==> src/rtl/fp_arith_unit.sv <==
// Multi-cycle IEEE-754 single-precision add/sub/mul/div unit with a start/done handshake.
// Round-toward-zero; denormal inputs read as signed zero and denormals are never produced.
module fp_arith_unit #(
    parameter int unsigned DIV_BITS = 24
) (
    input  logic        clk,
    input  logic        reset,
    input  logic        start,
    input  logic [1:0]  op,
    input  logic [31:0] a,
    input  logic [31:0] b,
    output logic [31:0] result,
    output logic        done,
    output logic        busy,
    output logic        zero,
    output logic        overflow,
    output logic        underflow
);
    localparam int unsigned QW = DIV_BITS + 1;
    localparam int unsigned CW = $clog2(DIV_BITS + 2);
    localparam int unsigned RW = 26;
    localparam int unsigned EW = 11;

    localparam logic [1:0]  OP_ADD  = 2'b00;
    localparam logic [1:0]  OP_SUB  = 2'b01;
    localparam logic [1:0]  OP_DIV  = 2'b10;
    localparam logic [1:0]  OP_MUL  = 2'b11;
    localparam logic [30:0] INF_MAG = 31'h7F80_0000;
    localparam logic [31:0] QNAN    = 32'h7FC0_0000;

    typedef enum logic [1:0] {S_IDLE, S_UNPACK, S_EXEC, S_NORM} state_t;

    state_t state_q, state_d;

    logic [31:0]          a_r, b_r;
    logic [1:0]           op_r;
    logic                 sa, sb;
    logic [7:0]           ea, eb;
    logic [23:0]          ma, mb;
    logic                 spc_valid, spc_ovf;
    logic [31:0]          spc_res;
    logic [CW-1:0]        cnt;
    logic [RW-1:0]        rem;
    logic [QW-1:0]        quo;
    logic                 x_sign, x_zero;
    logic signed [EW-1:0] x_exp;
    logic [22:0]          x_mant;

    // Unpack view of the captured operands (b sign already flipped for subtract)
    logic        ua_s, ub_s, ua_nan, ub_nan, ua_inf, ub_inf, ua_zero, ub_zero;
    logic [7:0]  ua_e, ub_e;
    logic [23:0] ua_m, ub_m;

    always_comb begin
        ua_s    = a_r[31];
        ub_s    = b_r[31] ^ (op_r == OP_SUB);
        ua_e    = a_r[30:23];
        ub_e    = b_r[30:23];
        ua_zero = (ua_e == 8'd0);
        ub_zero = (ub_e == 8'd0);
        ua_inf  = (ua_e == 8'hFF) && (a_r[22:0] == 23'd0);
        ub_inf  = (ub_e == 8'hFF) && (b_r[22:0] == 23'd0);
        ua_nan  = (ua_e == 8'hFF) && (a_r[22:0] != 23'd0);
        ub_nan  = (ub_e == 8'hFF) && (b_r[22:0] != 23'd0);
        ua_m    = ua_zero ? 24'd0 : {1'b1, a_r[22:0]};
        ub_m    = ub_zero ? 24'd0 : {1'b1, b_r[22:0]};
    end

    // Special-operand outcomes; these override the arithmetic path at NORM
    logic        spc_valid_n, spc_ovf_n, s_prod;
    logic [31:0] spc_res_n;

    always_comb begin
        spc_valid_n = 1'b0;
        spc_ovf_n   = 1'b0;
        spc_res_n   = '0;
        s_prod      = ua_s ^ ub_s;
        case (op_r)
            OP_ADD, OP_SUB: begin
                if (ua_nan || ub_nan || (ua_inf && ub_inf && (ua_s != ub_s))) begin
                    spc_valid_n = 1'b1;
                    spc_res_n   = QNAN;
                end else if (ua_inf) begin
                    spc_valid_n = 1'b1;
                    spc_res_n   = {ua_s, INF_MAG};
                end else if (ub_inf) begin
                    spc_valid_n = 1'b1;
                    spc_res_n   = {ub_s, INF_MAG};
                end
            end
            OP_MUL: begin
                if (ua_nan || ub_nan || (ua_inf && ub_zero) || (ua_zero && ub_inf)) begin
                    spc_valid_n = 1'b1;
                    spc_res_n   = QNAN;
                end else if (ua_inf || ub_inf) begin
                    spc_valid_n = 1'b1;
                    spc_res_n   = {s_prod, INF_MAG};
                end
            end
            default: begin
                if (ua_nan || ub_nan || (ua_zero && ub_zero) || (ua_inf && ub_inf)) begin
                    spc_valid_n = 1'b1;
                    spc_res_n   = QNAN;
                end else if (ua_inf) begin
                    spc_valid_n = 1'b1;
                    spc_res_n   = {s_prod, INF_MAG};
                end else if (ub_inf) begin
                    spc_valid_n = 1'b1;
                    spc_res_n   = {s_prod, 31'd0};
                end else if (ub_zero) begin
                    spc_valid_n = 1'b1;
                    spc_ovf_n   = 1'b1;
                    spc_res_n   = {s_prod, INF_MAG};
                end
            end
        endcase
    end

    // Add/sub: align with three guard bits, add or subtract, find the leading one
    logic        add_a_big, add_big_s;
    logic [7:0]  add_big_e, add_sml_e, add_shift;
    logic [23:0] add_big_m, add_sml_m;
    logic [27:0] add_ext_big, add_ext_sml, add_sum, add_norm;
    logic [4:0]  add_lead;

    always_comb begin
        add_a_big   = {ea, ma} >= {eb, mb};
        add_big_s   = add_a_big ? sa : sb;
        add_big_e   = add_a_big ? ea : eb;
        add_sml_e   = add_a_big ? eb : ea;
        add_big_m   = add_a_big ? ma : mb;
        add_sml_m   = add_a_big ? mb : ma;
        add_shift   = add_big_e - add_sml_e;
        add_ext_big = {1'b0, add_big_m, 3'b000};
        add_ext_sml = {1'b0, add_sml_m, 3'b000} >> add_shift;
        add_sum     = (sa ^ sb) ? (add_ext_big - add_ext_sml) : (add_ext_big + add_ext_sml);
        add_lead    = '0;
        for (int i = 0; i < 28; i++) begin
            if (add_sum[i]) add_lead = 5'(i);
        end
        add_norm = add_sum << (5'd27 - add_lead);
    end

    logic [47:0] prod;
    assign prod = ma * mb;

    // One restoring-division step per cycle
    logic          div_ge;
    logic [RW-1:0] rem_sub, rem_n;
    logic [QW-1:0] quo_n;

    always_comb begin
        div_ge  = rem >= {2'b00, mb};
        rem_sub = div_ge ? (rem - {2'b00, mb}) : rem;
        rem_n   = rem_sub << 1;
        quo_n   = {quo[QW-2:0], div_ge};
    end

    logic                 x_sign_n, x_zero_n;
    logic signed [EW-1:0] x_exp_n;
    logic [22:0]          x_mant_n;

    always_comb begin
        x_sign_n = 1'b0;
        x_zero_n = 1'b0;
        x_exp_n  = '0;
        x_mant_n = '0;
        case (op_r)
            OP_MUL: begin
                x_sign_n = sa ^ sb;
                x_zero_n = (ma == 24'd0) || (mb == 24'd0);
                x_exp_n  = EW'(ea) + EW'(eb) - EW'(127) + EW'(prod[47]);
                x_mant_n = prod[47] ? prod[46:24] : prod[45:23];
            end
            OP_DIV: begin
                x_sign_n = sa ^ sb;
                x_zero_n = (ma == 24'd0);
                x_exp_n  = EW'(ea) - EW'(eb) + EW'(126) + EW'(quo_n[QW-1]);
                x_mant_n = quo_n[QW-1] ? quo_n[QW-2 -: 23] : quo_n[QW-3 -: 23];
            end
            default: begin
                x_zero_n = (add_sum == 28'd0);
                x_sign_n = x_zero_n ? (sa & sb) : add_big_s;
                x_exp_n  = EW'(add_big_e) + EW'(add_lead) - EW'(26);
                x_mant_n = add_norm[26:4];
            end
        endcase
    end

    logic unused_bits;
    assign unused_bits = ^{prod[22:0], add_norm[27], add_norm[3:0], quo[QW-1]};

    // Range check and final packing
    logic [31:0] fin_res;
    logic        fin_ovf, fin_uf;

    always_comb begin
        fin_res = {x_sign, x_exp[7:0], x_mant};
        fin_ovf = 1'b0;
        fin_uf  = 1'b0;
        if (spc_valid) begin
            fin_res = spc_res;
            fin_ovf = spc_ovf;
        end else if (x_zero) begin
            fin_res = {x_sign, 31'd0};
        end else if (x_exp >= 11'sd255) begin
            fin_res = {x_sign, INF_MAG};
            fin_ovf = 1'b1;
        end else if (x_exp <= 11'sd0) begin
            fin_res = {x_sign, 31'd0};
            fin_uf  = 1'b1;
        end
    end

    logic exec_last;
    assign exec_last = (op_r != OP_DIV) || (cnt == CW'(QW));

    always_ff @(posedge clk) begin
        if (reset) state_q <= S_IDLE;
        else       state_q <= state_d;
    end

    always_comb begin
        state_d = state_q;
        case (state_q)
            S_IDLE:   if (start) state_d = S_UNPACK;
            S_UNPACK: state_d = S_EXEC;
            S_EXEC:   if (exec_last) state_d = S_NORM;
            S_NORM:   state_d = S_IDLE;
            default:  state_d = S_IDLE;
        endcase
    end

    always_ff @(posedge clk) begin
        if (reset) begin
            a_r <= '0; b_r <= '0; op_r <= '0;
            sa <= 1'b0; sb <= 1'b0; ea <= '0; eb <= '0; ma <= '0; mb <= '0;
            spc_valid <= 1'b0; spc_ovf <= 1'b0; spc_res <= '0;
            cnt <= '0; rem <= '0; quo <= '0;
            x_sign <= 1'b0; x_zero <= 1'b0; x_exp <= '0; x_mant <= '0;
            result <= '0; done <= 1'b0; busy <= 1'b0;
            zero <= 1'b0; overflow <= 1'b0; underflow <= 1'b0;
        end else begin
            done <= (state_q == S_NORM);
            busy <= (state_d != S_IDLE);
            if (state_q == S_IDLE && start) begin
                a_r  <= a;
                b_r  <= b;
                op_r <= op;
            end
            if (state_q == S_UNPACK) begin
                sa <= ua_s; sb <= ub_s; ea <= ua_e; eb <= ub_e; ma <= ua_m; mb <= ub_m;
                spc_valid <= spc_valid_n;
                spc_ovf   <= spc_ovf_n;
                spc_res   <= spc_res_n;
                cnt       <= '0;
            end
            if (state_q == S_EXEC) begin
                cnt <= cnt + CW'(1);
                if (op_r == OP_DIV) begin
                    if (cnt == '0) begin
                        rem <= {2'b00, ma};
                        quo <= '0;
                    end else begin
                        rem <= rem_n;
                        quo <= quo_n;
                    end
                end
                if (exec_last) begin
                    x_sign <= x_sign_n;
                    x_zero <= x_zero_n;
                    x_exp  <= x_exp_n;
                    x_mant <= x_mant_n;
                end
            end
            if (state_q == S_NORM) begin
                result    <= fin_res;
                overflow  <= fin_ovf;
                underflow <= fin_uf;
                zero      <= (fin_res[30:0] == 31'd0);
            end
        end
    end
endmodule

==> config.mk <==
export PLATFORM = sky130hd
export DESIGN_NAME = fp_arith_unit
export DESIGN_NICKNAME = d
export VERILOG_FILES = /design/src/rtl/fp_arith_unit.sv
export SDC_FILE = /design/constraint.sdc
export NUM_CORES = 2
export LEC_CHECK = 0
export ABC_AREA = 1
export BUFFER_PORTS_ARGS = -buffer_cell sky130_fd_sc_hd__buf_2
export CORE_ASPECT_RATIO = 1.1
export CORE_MARGIN = 3
export CORE_UTILIZATION = 25
export DETAILED_ROUTE_END_ITERATION = 8
export GPL_TIMING_DRIVEN = 0
export HOLD_SLACK_MARGIN = 0.03
export SYNTH_ARGS = -nofsm -noshare
export SYNTH_HDL_FRONTEND = slang
export SYNTH_SLANG_ARGS = --single-unit
==> constraint.sdc <==
create_clock -name clk -period 18.38 [get_ports clk]
set_input_delay 0.919 -clock clk [delete_from_list [all_inputs] [get_ports clk]]
set_output_delay 0.919 -clock clk [all_outputs]
set_load 0.005 [all_outputs]
==> impl_results.md <==
* Clock Skews at 0.05121 ns
* Power density over the cells at 181.2 nW/um^2
* Mapped Cells at approximately 5600
* Area of the mapped netlist at 39340 sq um
* Hold buffers post-CTS at 0
* RSZ-0062 raised after global routing: false
* Drt drc at 0
* Final setup vio count at 0
* Clock slew at reported path FFs at 0.07 ns
* CP peak stage delay at approximately 0.95 ns
* Max Fclk at 0.07790 GHz
* Detailed-router iteration count before antenna repair at 6
* Post-CTS setup buffers at 0
* Setup tns final at 0 ns
* Final wirelength at ~150000 um
* Syn avg cell area at 7.053 sq um
* Synthesized Nets at 6476
* Placed inst area at approximately 42000 sq um
* H-tree depth at 1
* Worst hold path class: flop to flop
* Fraction of layout cells with a size suffix above 1 at 5.215%
* CORE AREA at 156100 sq um
* Crit end category: flop
* Gr usage total at 18.24%
* Drt via density at 4.863
* Cts bufs inserted at 28
* Final Instance Area at around 43000 sq um
* Num Clock Sinks at 267
* I/O Pins at about 110
* Sequential share of the synthesized area at a little over an eighth
* Initial antenna violation count at 5
* Number of global-route vias before repair at 37050
* Worst Max-Slew Pin Slew at 1.152 ns
* Post-synth EDFFs at 0
* Clk root buf: clkbuf_16
* Fill cells at 17210
* Data arrival, critical path at 13.34 ns
* Row count at 152
* Synth-to-layout area growth at 10.40%
* Clock buffer depth at 3
* First-pass GRT wire length at 227100 um
* Maximum vdd drop at around 0.00029 V
* Final worst path period share at a little over two thirds
* Largest net degree at the start of global routing at 17
* Hold slack at 0.4648 ns
* WS Path Type: flop to flop
* TritonCTS clock tree: done
* Die Area at 162200 sq um
* Congestion Overflow GR at 0
* Wire per inst at 19.35 um
* Gpl congestion at 0.9904
* Outcome: finished clean
* Max-slew headroom at 22.40%
* Final core occ at roughly 28%
* Synth Register Bits at between 200 and 300
* Count of final max-slew check failures at 0
* Detail Route Antenna Nets at 0
* Final net count at 6611
* Max_cap viols at 0
* Final Hold Fails at 0
* Synth Warn # at 0
* Leak Pwr at 21.34 nW
* Die Y at about 420 um
* Post-synthesis async set-or-reset flop share at 0%
* Cts repair resizes at 0
* Detail Placement HPWL at 126600 um
* Synth cell types at 71
* Vias at 37990
* DR iter-0 viols at between 3000 and 4000
* Slowest CP cell: o21ai_0
* CP max FO at 10
* Ys flop type: dfxtp_1
* Critical Path Source Type: flop
* I/O Buffers at between 100 and 150
* Post-layout min period at between 10 and 15 ns
* Most frequent CP cell: nand2_1
* WP data required at approximately 19 ns
* Starting Density at 25.20%
* Clock latency on the worst-skew pair at a little over 0.6 ns
* Die X at 384.2 um
[synth_stat cells (4+ instances only)]
cell type	count	area (sq um)
buf_1	51	191.4
nand2_4	5	56.30
a22oi_1	6	45.04
nor2_2	7	43.79
nand4_1	41	256.5
clkinv_1	8	30.03
o21ai_1	19	95.09
nand3_1	424	2122
ha_1	343	4292
o21ai_0	301	1506
xor2_1	47	411.6
a21oi_1	379	1897
buf_2	29	145.1
fa_1	486	9729
nand3_2	14	140.1
o211ai_1	29	217.7
nor3_1	29	145.1
nand2_2	27	168.9
a31oi_1	37	231.5
buf_4	16	120.1
or2_2	8	50.05
o21a_1	7	52.55
a41oi_1	5	43.79
nand3b_1	5	37.54
buf_6	8	90.09
nor2_1	230	863.3
nand2_1	1341	5034
o221ai_1	4	35.03
inv_1	1024	3844
a221oi_1	9	78.83
o21bai_1	7	52.55
o31ai_1	6	45.04
a21o_1	8	60.06
dfxtp_1	267	5345
nor4_1	27	168.9
xnor2_1	34	297.8
clkbuf_1	218	818.3
inv_2	15	56.30
[cell usage in the layout, fill, tap and decap left out, types with 9 or more instances in the layout]
cell type and instances:
o21ai_1 19, buf_4 16, xor2_1 47, fa_1 486, nand2_1 1341, a31oi_1 37
nand3_2 14, nor4_1 27, nand4_1 41, dfxtp_1 267, buf_2 134, nor3_1 29
a21oi_1 379, inv_2 15, xnor2_1 34, clkbuf_16 28, inv_1 1024, nand3_1 424
ha_1 343, clkbuf_1 226, o21ai_0 301, buf_1 51, nor2_1 230, nand2_2 27
a221oi_1 9, o211ai_1 29
[through the flow]
step,setup slack [ns],total power [W],std cells
after floorplan,9.354,0.004910,5578
after global placement,5.872,0.007115,7762
after detailed placement,5.804,0.007114,7762
after CTS,5.811,0.007745,7812
after global routing,4.545,0.008446,7812
final,5.544,0.007868,7813
[critical path, delay by kind of cell (launching register included)]
family                     cells  cell delay, ns
and+or+nand+nor               34            4.22
AOI/OAI and AO/OA             15            3.66
adders and majority gates      6            2.02
xor gates and xnor gates       1            0.22
buffers and inverters         13            2.28
DFF                            1            0.33
[layout make-up]
type	instances	area [sq um]	area share, %
multi-input cells	3939	28670	66.01
clock buffers	39	772.0	1.777
inverters	1048	3936	9.063
diodes	1	2.502	0.005762
flip-flops and latches	267	5345	12.31
repair buffers	105	525.5	1.210
plain buffers	324	1388	3.195
clock inverters	11	190.2	0.4379
well taps	2079	2601	5.989
[metal layers]
| layer | routed length (um) | GRT usage, % |
|---|---|---|
| met1 | 66980 | 25.29 |
| met2 | 65340 | 28.24 |
| met3 | 12150 | 3.218 |
| met4 | 6742 | 6.619 |
| met5 | 0 | 0.1195 |
[where the power goes]
| group | internal (W) | switching (W) |
|---|---|---|
| registers | 0.000632 | 0.0000535 |
| clock network | 0.000351 | 0.000262 |
| logic | 0.00182 | 0.00475 |
| total | 0.00281 | 0.00506 |
[sequential cells by signal, indices dropped and copies added, names as in the netlist, 2 cells and up]
name     cells
quo         24
eb           8
ea           8
b_r         32
x_mant      23
cnt          5
result      32
op_r         2
x_exp       11
a_r         32
rem         26
ma          24
state_q      2
spc_res      3
mb          24
[path summary, 6_finish.rpt]
check / to / slack (ns) / start / cells past startpoint
setup / recovery: x_exp[7] / 5.54 / mb[7] / 69
hold / removal: ma[21] / 0.46 / a_r[21] / 2
setup reg to reg: x_exp[7] / 5.54 / mb[7] / 69
hold reg to reg: ma[21] / 0.46 / a_r[21] / 2
[cells by family (layout without fill, tap and decap cells)]
| logic type | count (synthesis) | count (layout) | synth area share, % |
|---|---|---|---|
| AND/OR/NAND/NOR | 2178 | 2178 | 23.51 |
| buffers and inverters | 1372 | 1527 | 13.53 |
| AO/OA/AOI/OAI | 849 | 849 | 11.84 |
| adder cells (fa/ha/maj) | 829 | 829 | 35.64 |
| flip-flops | 267 | 267 | 13.59 |
| XOR/XNOR | 83 | 83 | 1.886 |
| other | 0 | 1 | 0 |
No activity file was read; power rests on OpenSTA's default activity.
